==> src/rtl/store_narrow_rmw.sv <==
// Narrows sw/sh/sb stores onto word-wide memory without byte enables by doing
// a read-modify-write; big-endian lane order, bounded wait on every access.
module store_narrow_rmw #(
  parameter int TIMEOUT = 16
) (
  input  logic        clk,
  input  logic        rst,
  input  logic        st_valid,
  output logic        st_ready,
  input  logic [1:0]  st_op,
  input  logic [31:0] st_addr,
  input  logic [31:0] st_data,
  output logic        st_done,
  output logic [1:0]  st_err,
  output logic        mem_req,
  output logic        mem_we,
  output logic [31:0] mem_addr,
  output logic [31:0] mem_wdata,
  input  logic [31:0] mem_rdata,
  input  logic        mem_ack
);

  localparam logic [1:0] IDLE  = 2'd0;
  localparam logic [1:0] READ  = 2'd1;
  localparam logic [1:0] WRITE = 2'd2;
  localparam logic [1:0] DONE  = 2'd3;

  // Counter is sized so it can hold TIMEOUT; a zero TIMEOUT disables the abort.
  localparam int CW = $clog2(TIMEOUT + 2);
  localparam logic [CW-1:0] LIMIT = CW'(TIMEOUT);

  logic [1:0]    state;
  logic [1:0]    op_q;
  logic [1:0]    lane_q;
  logic [31:0]   data_q;
  logic [CW-1:0] cnt;
  logic [CW-1:0] cnt_inc;
  logic          aligned;
  logic          timed_out;
  logic [31:0]   merged;

  assign st_ready  = (state == IDLE);
  assign cnt_inc   = cnt + CW'(1);
  assign timed_out = (TIMEOUT != 0) && (cnt_inc == LIMIT);

  always_comb begin
    aligned = 1'b0;
    case (st_op)
      2'b00:   aligned = (st_addr[1:0] == 2'b00);
      2'b01:   aligned = (st_addr[0] == 1'b0);
      2'b10:   aligned = 1'b1;
      default: aligned = 1'b0;
    endcase
  end

  // Lane 0 is the most significant byte of the word.
  always_comb begin
    merged = mem_rdata;
    if (op_q == 2'b10) begin
      case (lane_q)
        2'd0:    merged[31:24] = data_q[7:0];
        2'd1:    merged[23:16] = data_q[7:0];
        2'd2:    merged[15:8]  = data_q[7:0];
        default: merged[7:0]   = data_q[7:0];
      endcase
    end else if (lane_q[1]) begin
      merged[15:0] = data_q[15:0];
    end else begin
      merged[31:16] = data_q[15:0];
    end
  end

  always_ff @(posedge clk) begin
    if (rst) begin
      state     <= IDLE;
      op_q      <= 2'b00;
      lane_q    <= 2'b00;
      data_q    <= '0;
      cnt       <= '0;
      mem_req   <= 1'b0;
      mem_we    <= 1'b0;
      mem_addr  <= '0;
      mem_wdata <= '0;
      st_done   <= 1'b0;
      st_err    <= 2'b00;
    end else begin
      st_done <= 1'b0;
      case (state)
        IDLE: begin
          if (st_valid) begin
            op_q   <= st_op;
            lane_q <= st_addr[1:0];
            data_q <= st_data;
            cnt    <= '0;
            if (!aligned) begin
              state   <= DONE;
              st_done <= 1'b1;
              st_err  <= 2'b01;
            end else if (st_op == 2'b00) begin
              state     <= WRITE;
              mem_req   <= 1'b1;
              mem_we    <= 1'b1;
              mem_addr  <= {st_addr[31:2], 2'b00};
              mem_wdata <= st_data;
            end else begin
              state    <= READ;
              mem_req  <= 1'b1;
              mem_we   <= 1'b0;
              mem_addr <= {st_addr[31:2], 2'b00};
            end
          end
        end
        READ, WRITE: begin
          if (mem_ack) begin
            cnt <= '0;
            if (state == READ) begin
              state     <= WRITE;
              mem_we    <= 1'b1;
              mem_wdata <= merged;
            end else begin
              state     <= DONE;
              st_done   <= 1'b1;
              st_err    <= 2'b00;
              mem_req   <= 1'b0;
              mem_we    <= 1'b0;
              mem_addr  <= '0;
              mem_wdata <= '0;
            end
          end else if (timed_out) begin
            state     <= DONE;
            st_done   <= 1'b1;
            st_err    <= 2'b10;
            mem_req   <= 1'b0;
            mem_we    <= 1'b0;
            mem_addr  <= '0;
            mem_wdata <= '0;
          end else begin
            cnt <= cnt_inc;
          end
        end
        default: begin
          state  <= IDLE;
          st_err <= 2'b00;
        end
      endcase
    end
  end

endmodule

==> config.mk <==
export PLATFORM = sky130hd
export DESIGN_NAME = store_narrow_rmw
export DESIGN_NICKNAME = d
export VERILOG_FILES = /design/src/rtl/store_narrow_rmw.sv
export SDC_FILE = /design/constraint.sdc
export NUM_CORES = 1
export LEC_CHECK = 0
export CELL_PAD_IN_SITES_DETAIL_PLACEMENT = 1
export CELL_PAD_IN_SITES_GLOBAL_PLACEMENT = 1
export CORE_MARGIN = 8
export CORE_UTILIZATION = 32
export DETAILED_ROUTE_END_ITERATION = 16
export GPL_TIMING_DRIVEN = 0
export PLACE_DENSITY_LB_ADDON = 0.1
export SLEW_MARGIN = 30
export SYNTH_ARGS = -nofsm -noshare
export SYNTH_HDL_FRONTEND = slang
export SYNTH_SLANG_ARGS = --single-unit
export TNS_END_PERCENT = 10
==> constraint.sdc <==
create_clock -name clk -period 2.6 [get_ports clk]
set_input_delay 0.52 -clock clk [delete_from_list [all_inputs] [get_ports clk]]
set_output_delay 0.52 -clock clk [all_outputs]
set_load 0.05 [all_outputs]
After elaboration in Yosys (flattened, before gate mapping)
Index checks and enable logic that the tools add are counted.
{"block": "word_totals", "wordCells": 97, "input_bits": 102, "reg_bits": 96, "output_inout_bits": 70}
{"block": "op_classes", "muxes": 55, "n_reduce_logical": 14, "bitwise_logic": 1, "eq_ne": 15, "n_addsub": 1}
{"operator": "two-way mux 32 bit", "n": 11}
{"operator": "case mux 32 bit (2 select lines)", "n": 2}
{"operator": "two-way mux 16 bit", "n": 2}
{"operator": "two-way mux 8 bit", "n": 4}
{"operator": "two-way mux 2 bit", "n": 10}
{"operator": "two-way mux 1 bit", "n": 16}
{"operator": "two-way mux 5 bit", "n": 3}
{"operator": "case mux 5 bit (2 select lines)", "n": 1}
{"operator": "AND reduction 5 bit", "n": 2}
{"operator": "!= test 3 bit (second input constant)", "n": 3}
{"operator": "equality test 2 bit (second input constant)", "n": 4}
{"operator": "logical NOT 2 bit", "n": 4}
{"operator": "case mux 2 bit (2 select lines)", "n": 2}
{"operator": "AND reduction 4 bit", "n": 2}
{"operator": "equality test 2 x 1 -> 1 bit (second input constant)", "n": 3}
{"operator": "case mux 1 bit (2 select lines)", "n": 3}
{"operator": "adder 5 x 1 -> 5 bit (second input constant)", "n": 1}
{"operator": "equality test 5 bit (second input constant)", "n": 1}
{"operator": "!= test 2 x 1 -> 1 bit (second input constant)", "n": 2}
{"operator": "!= test 2 bit (second input constant)", "n": 2}
{"operator": "AND reduction 2 bit", "n": 2}
{"operator": "case mux 1 bit (3 select lines)", "n": 1}
{"operator": "AND reduction 3 bit", "n": 1}
{"operator": "OR reduction 3 bit", "n": 1}
{"operator": "other kinds (3)", "n": 3}

Logic depth before layout (Yosys ltp)
{"block": "logic_depth", "ltp_word": 7, "ltp_mapped": 10, "mapped_depth_nobuf": 7}

Worst setup path after synthesis
No wires, ideal clock.
{"block": "synth_path", "path_kind": "flip-flop to flip-flop", "start": "register state[0]", "end": "register mem_req", "path_slack_ns": 0.297, "path_stages_with_launch": 10, "t_required_ns": 2.514, "setup_ns": 0.086, "period_less_slack_ns": 2.303, "arrival_ns": 2.217, "path_cell_list": "dfxtp_1 inv_1 ha_1 buf_2 mux2i_1 a21oi_2 and4_1 buf_2 buf_4 a211oi_1"}
{"block": "synth_via", "elab_cells_between_ends": 11, "classes_between": "eq/ne (6); mux (1); reduce/logical (4)"}
{"item": "start: declaration", "line_no": "32", "text": "logic [1:0] state;"}
{"item": "start signal: assignment", "line_no": "75", "text": "state <= IDLE;"}
{"item": "start signal: assignment", "line_no": "96", "text": "state <= DONE;"}
{"item": "start signal: assignment", "line_no": "100", "text": "state <= WRITE;"}
{"item": "logical NOT 2 bit (*)"}
{"item": "net st_ready", "line_no": "9", "text": "output logic st_ready,"}
{"item": "!= test 2 x 1 -> 1 bit (no source line), or another cell as far along"}
{"item": "AND reduction 5 bit (no source line)"}
{"item": "end signal: assignment", "line_no": "80", "text": "mem_req <= 1'b0;"}
{"item": "end signal: assignment", "line_no": "101", "text": "mem_req <= 1'b1;"}
{"item": "end signal: assignment", "line_no": "107", "text": "mem_req <= 1'b1;"}
{"item": "end: declaration", "line_no": "15", "text": "output logic mem_req,"}
The timed path passes the listed nets; every way through them passes the cells marked *.
A chain may end at the register's enable or synchronous reset.

Final worst setup path
{"block": "layout_path", "start": "register state[0]", "end": "register mem_wdata[5]"}
{"block": "layout_via", "elab_chain_cells": 4, "elab_cells_between_ends": 13, "classes_between": "eq/ne (6); mux (3); reduce/logical (4)"}
{"item": "equality test 2 x 1 -> 1 bit / equality test 2 bit (equally long branches)", "line_no": "88, 116"}
{"item": "OR reduction 2 bit / two-way mux 32 bit (equally long branches)", "line_no": "88, 116"}
{"item": "!= test 3 bit (no source line), or another cell as far along"}
{"item": "AND reduction 5 bit (no source line) / case mux 32 bit (2 select lines) (equally long branches)"}
{"item": "end signal: assignment", "line_no": "104", "text": "mem_wdata <= st_data;"}
{"item": "end signal: assignment", "line_no": "119", "text": "mem_wdata <= merged;"}
{"item": "end: declaration", "line_no": "18", "text": "output logic [31:0] mem_wdata,"}
Several ways; a longest one is shown, not always the timed one.

==> metrics <==
Hold Fails Final Rpt 0; EDFF count, synth 0; Core Area 14,400 sq um; RePlAce Congestion 0.845; min-delay worst type register to register; Hold Path Depth 2; slew of the pin with the lowest slew margin 0.823 ns; crit start category register; global-route total usage across every layer 0.201; CTS tree done; mapped cell area 4700 sq um; Overall Power 8660 uW; RSZ-0062 raised after global routing true; leak pwr 0.00259 uW; most frequent cells in the layout 168 x clkdlybuf4s50_1, 94 x dfxtp_1, 77 x nand2_1, 70 x a21oi_1, 43 x nor2_1; CTS clock-pin slew for the worst setup and hold paths 0.07 ns; VDD IR-drop max 0.440 mV; Place WS -0.431 ns; n_diodes 0; Synth area leader dfxtp_1; synth top area cells dfxtp_1 40%, a21oi_1 7.5%, nand2_1 6.1%; # port buffers 168; ratio of cells with drive above 1 in the final layout 0.102; worst-path fanout max 10; fin. max-slew vios 0; final core occ 0.483; startpoint of the worst hold path mem_addr[9]; Max-cap violations 0; DRT antenna net count 0; DRC viols 0; Yosys cell types 53; area occupied by multi-input gates 2570 sq um; clk_skew 0.00964 ns; Final WS setup 0.0969 ns; Total Wirelength 19,100 microns; wire length of the first global-routing pass 29,100 microns; crit path kind register to register; root buf cell clkbuf_16; PwrDens 1240 nW/um^2; TritonRoute pass-1 iters 4; fraction of registers with async set/reset 0; CTS sink count 94; CP required 2.82 ns; Setup crit end kind register; mean routed wirelength per cell 20.5 microns; Post-Synthesis Cells 563; Crit Reg-Reg Startpoint state[0]; Tcrit/Tclk final 0.963; grt ovf 0; initial detailed-routing violation count 280; hpwl dp 14,800 microns; Worst Reg-to-Reg Cells 9; Hold Path Sink mem_addr[9]; H-tree depth 3; Top FF cell, synth dfxtp_1; routed vias/inst 5.35; synthesis-to-finish area growth 48.2%; Skew-Pair Late Insertion Delay 0.36 ns; Yosys Warn Count 0; largest net degree at the start of global routing 18; clock buffer depth 2; Placement Rows 44; Worst EP arrival 2.73 ns; FF+latch count, synth 94; total CTS buffers 9; Period minus WS final 2.50 ns; postcts setup bufs 0; Hold WS 0.451 ns; initial antenna violation count 0; Vias 4,990; Yosys top cell area share 0.400; number of global-route vias before repair 5,316; Reg-to-Reg End mem_wdata[5]; status finished, final reports clean; Die X 137 microns; commonest non-fill, non-tap cell in the layout clkdlybuf4s50_1; Worst slew margin 0.451; Final Setup Violations 0; Initial Util 0.326; register area share after synthesis 0.400; Filler cells 1,721; fin nets 850; register-to-register setup slack 0.1 ns; Achievable Freq 400 MHz; Synth Area per Inst 8.35 sq um; Total Die Area 18,800 sq um; register area 1880 sq um; Die Y 137 microns; # IOs 172
-- area by class of cell --
type / count / share of cell area
timing repair buffer: 168 / 0.241
clock buffer: 10 / 0.0343
buffer: 52 / 0.0366
inverter: 3 / 0.00162
multi-input combinational: 415 / 0.369
tap: 184 / 0.0330
clock inverter: 6 / 0.0144
sequential: 94 / 0.270
-- what timing repair did --
| item | CTS | global route |
|---|---|---|
| hold buffers | 0 | 0 |
| gates resized for setup | 1 | 8 |
| endpoints found under the setup margin | 1 | 41 |
-- state kept, by name, summed over array words and instances, names as in the netlist, 2 cells and up --
name,cells
mem_wdata,32
mem_addr,30
data_q,16
cnt,5
lane_q,2
op_q,2
st_err,2
state,2
-- through the flow --
stage                     setup TNS, ns  instances  area [sq um]
after CTS                             0        932          6960
after detailed placement          -6.94        916          6620
after floorplan                       0        564          4710
after global placement            -4.12        916          6620
final                                 0        932          6970
after global routing             -0.591        932          6970
-- cell usage after synthesis (2+ instances only) --
library cell   n
dfxtp_1       94
nand2_1       77
a21oi_1       70
nor2_1        43
nand3_1       32
clkbuf_1      30
nor3_1        30
a221oi_1      22
a211oi_1      20
mux2i_1       17
nor2b_1       17
a221oi_2       9
buf_2          8
buf_4          8
mux2_2         8
mux2_4         8
o21ai_0        8
ha_1           5
nand2b_1       5
buf_1          4
nor3_2         4
a211o_1        3
a31oi_1        3
o211ai_1       3
a32oi_1        2
and2_1         2
and3_1         2
buf_6          2
inv_1          2
o41ai_1        2
-- power by group --
part / total (uW) / internal [uW] / leakage, uW / switching [uW]
registers: 2210 / 1910 / 0.000767 / 302
logic: 4920 / 1640 / 0.00165 / 3280
clock network: 1520 / 889 / 0.000167 / 635
total: 8660 / 4440 / 0.00259 / 4210
-- metal layers --
metal	wire length, microns	global-route usage	part of all wire	vias to the layer above
met3	1510	0.0646	0.079	24
met5	0	0	0	-
met4	381	0.0676	0.020	0
met2	9480	0.352	0.50	152
li1	-	-	-	2386
met1	7760	0.224	0.41	2428
-- worst max path at each step --
stage	from	end	slack, ns	cells past startpoint
after floorplan	state[0]	mem_req	0.30	9
after global placement	st_op[1]	mem_wdata[5]	-0.37	6
after detailed placement	st_op[1]	mem_wdata[5]	-0.43	6
after CTS	state[0]	mem_addr[27]	0.08	9
after global routing	state[0]	mem_wdata[12]	-0.08	9
final	state[0]	mem_wdata[5]	0.1	9
-- critical path, cell delays in order (launching register included) --
cell	delay, ns
dfxtp_1	0.38
inv_1	0.10
ha_1	0.29
buf_2	0.18
and2b_1	0.23
o211ai_1	0.25
nand3_2	0.28
buf_2	0.28
a221oi_2	0.29
nor3_1	0.09
-- logic make-up after synthesis --
family	synth area share
compound gates	0.223
fa+ha+maj	0.0133
mux	0.0809
flops	0.400
simple gates	0.226
other cells	0.000798
buf+inv	0.0556
(Power assumes the default switching activity.)
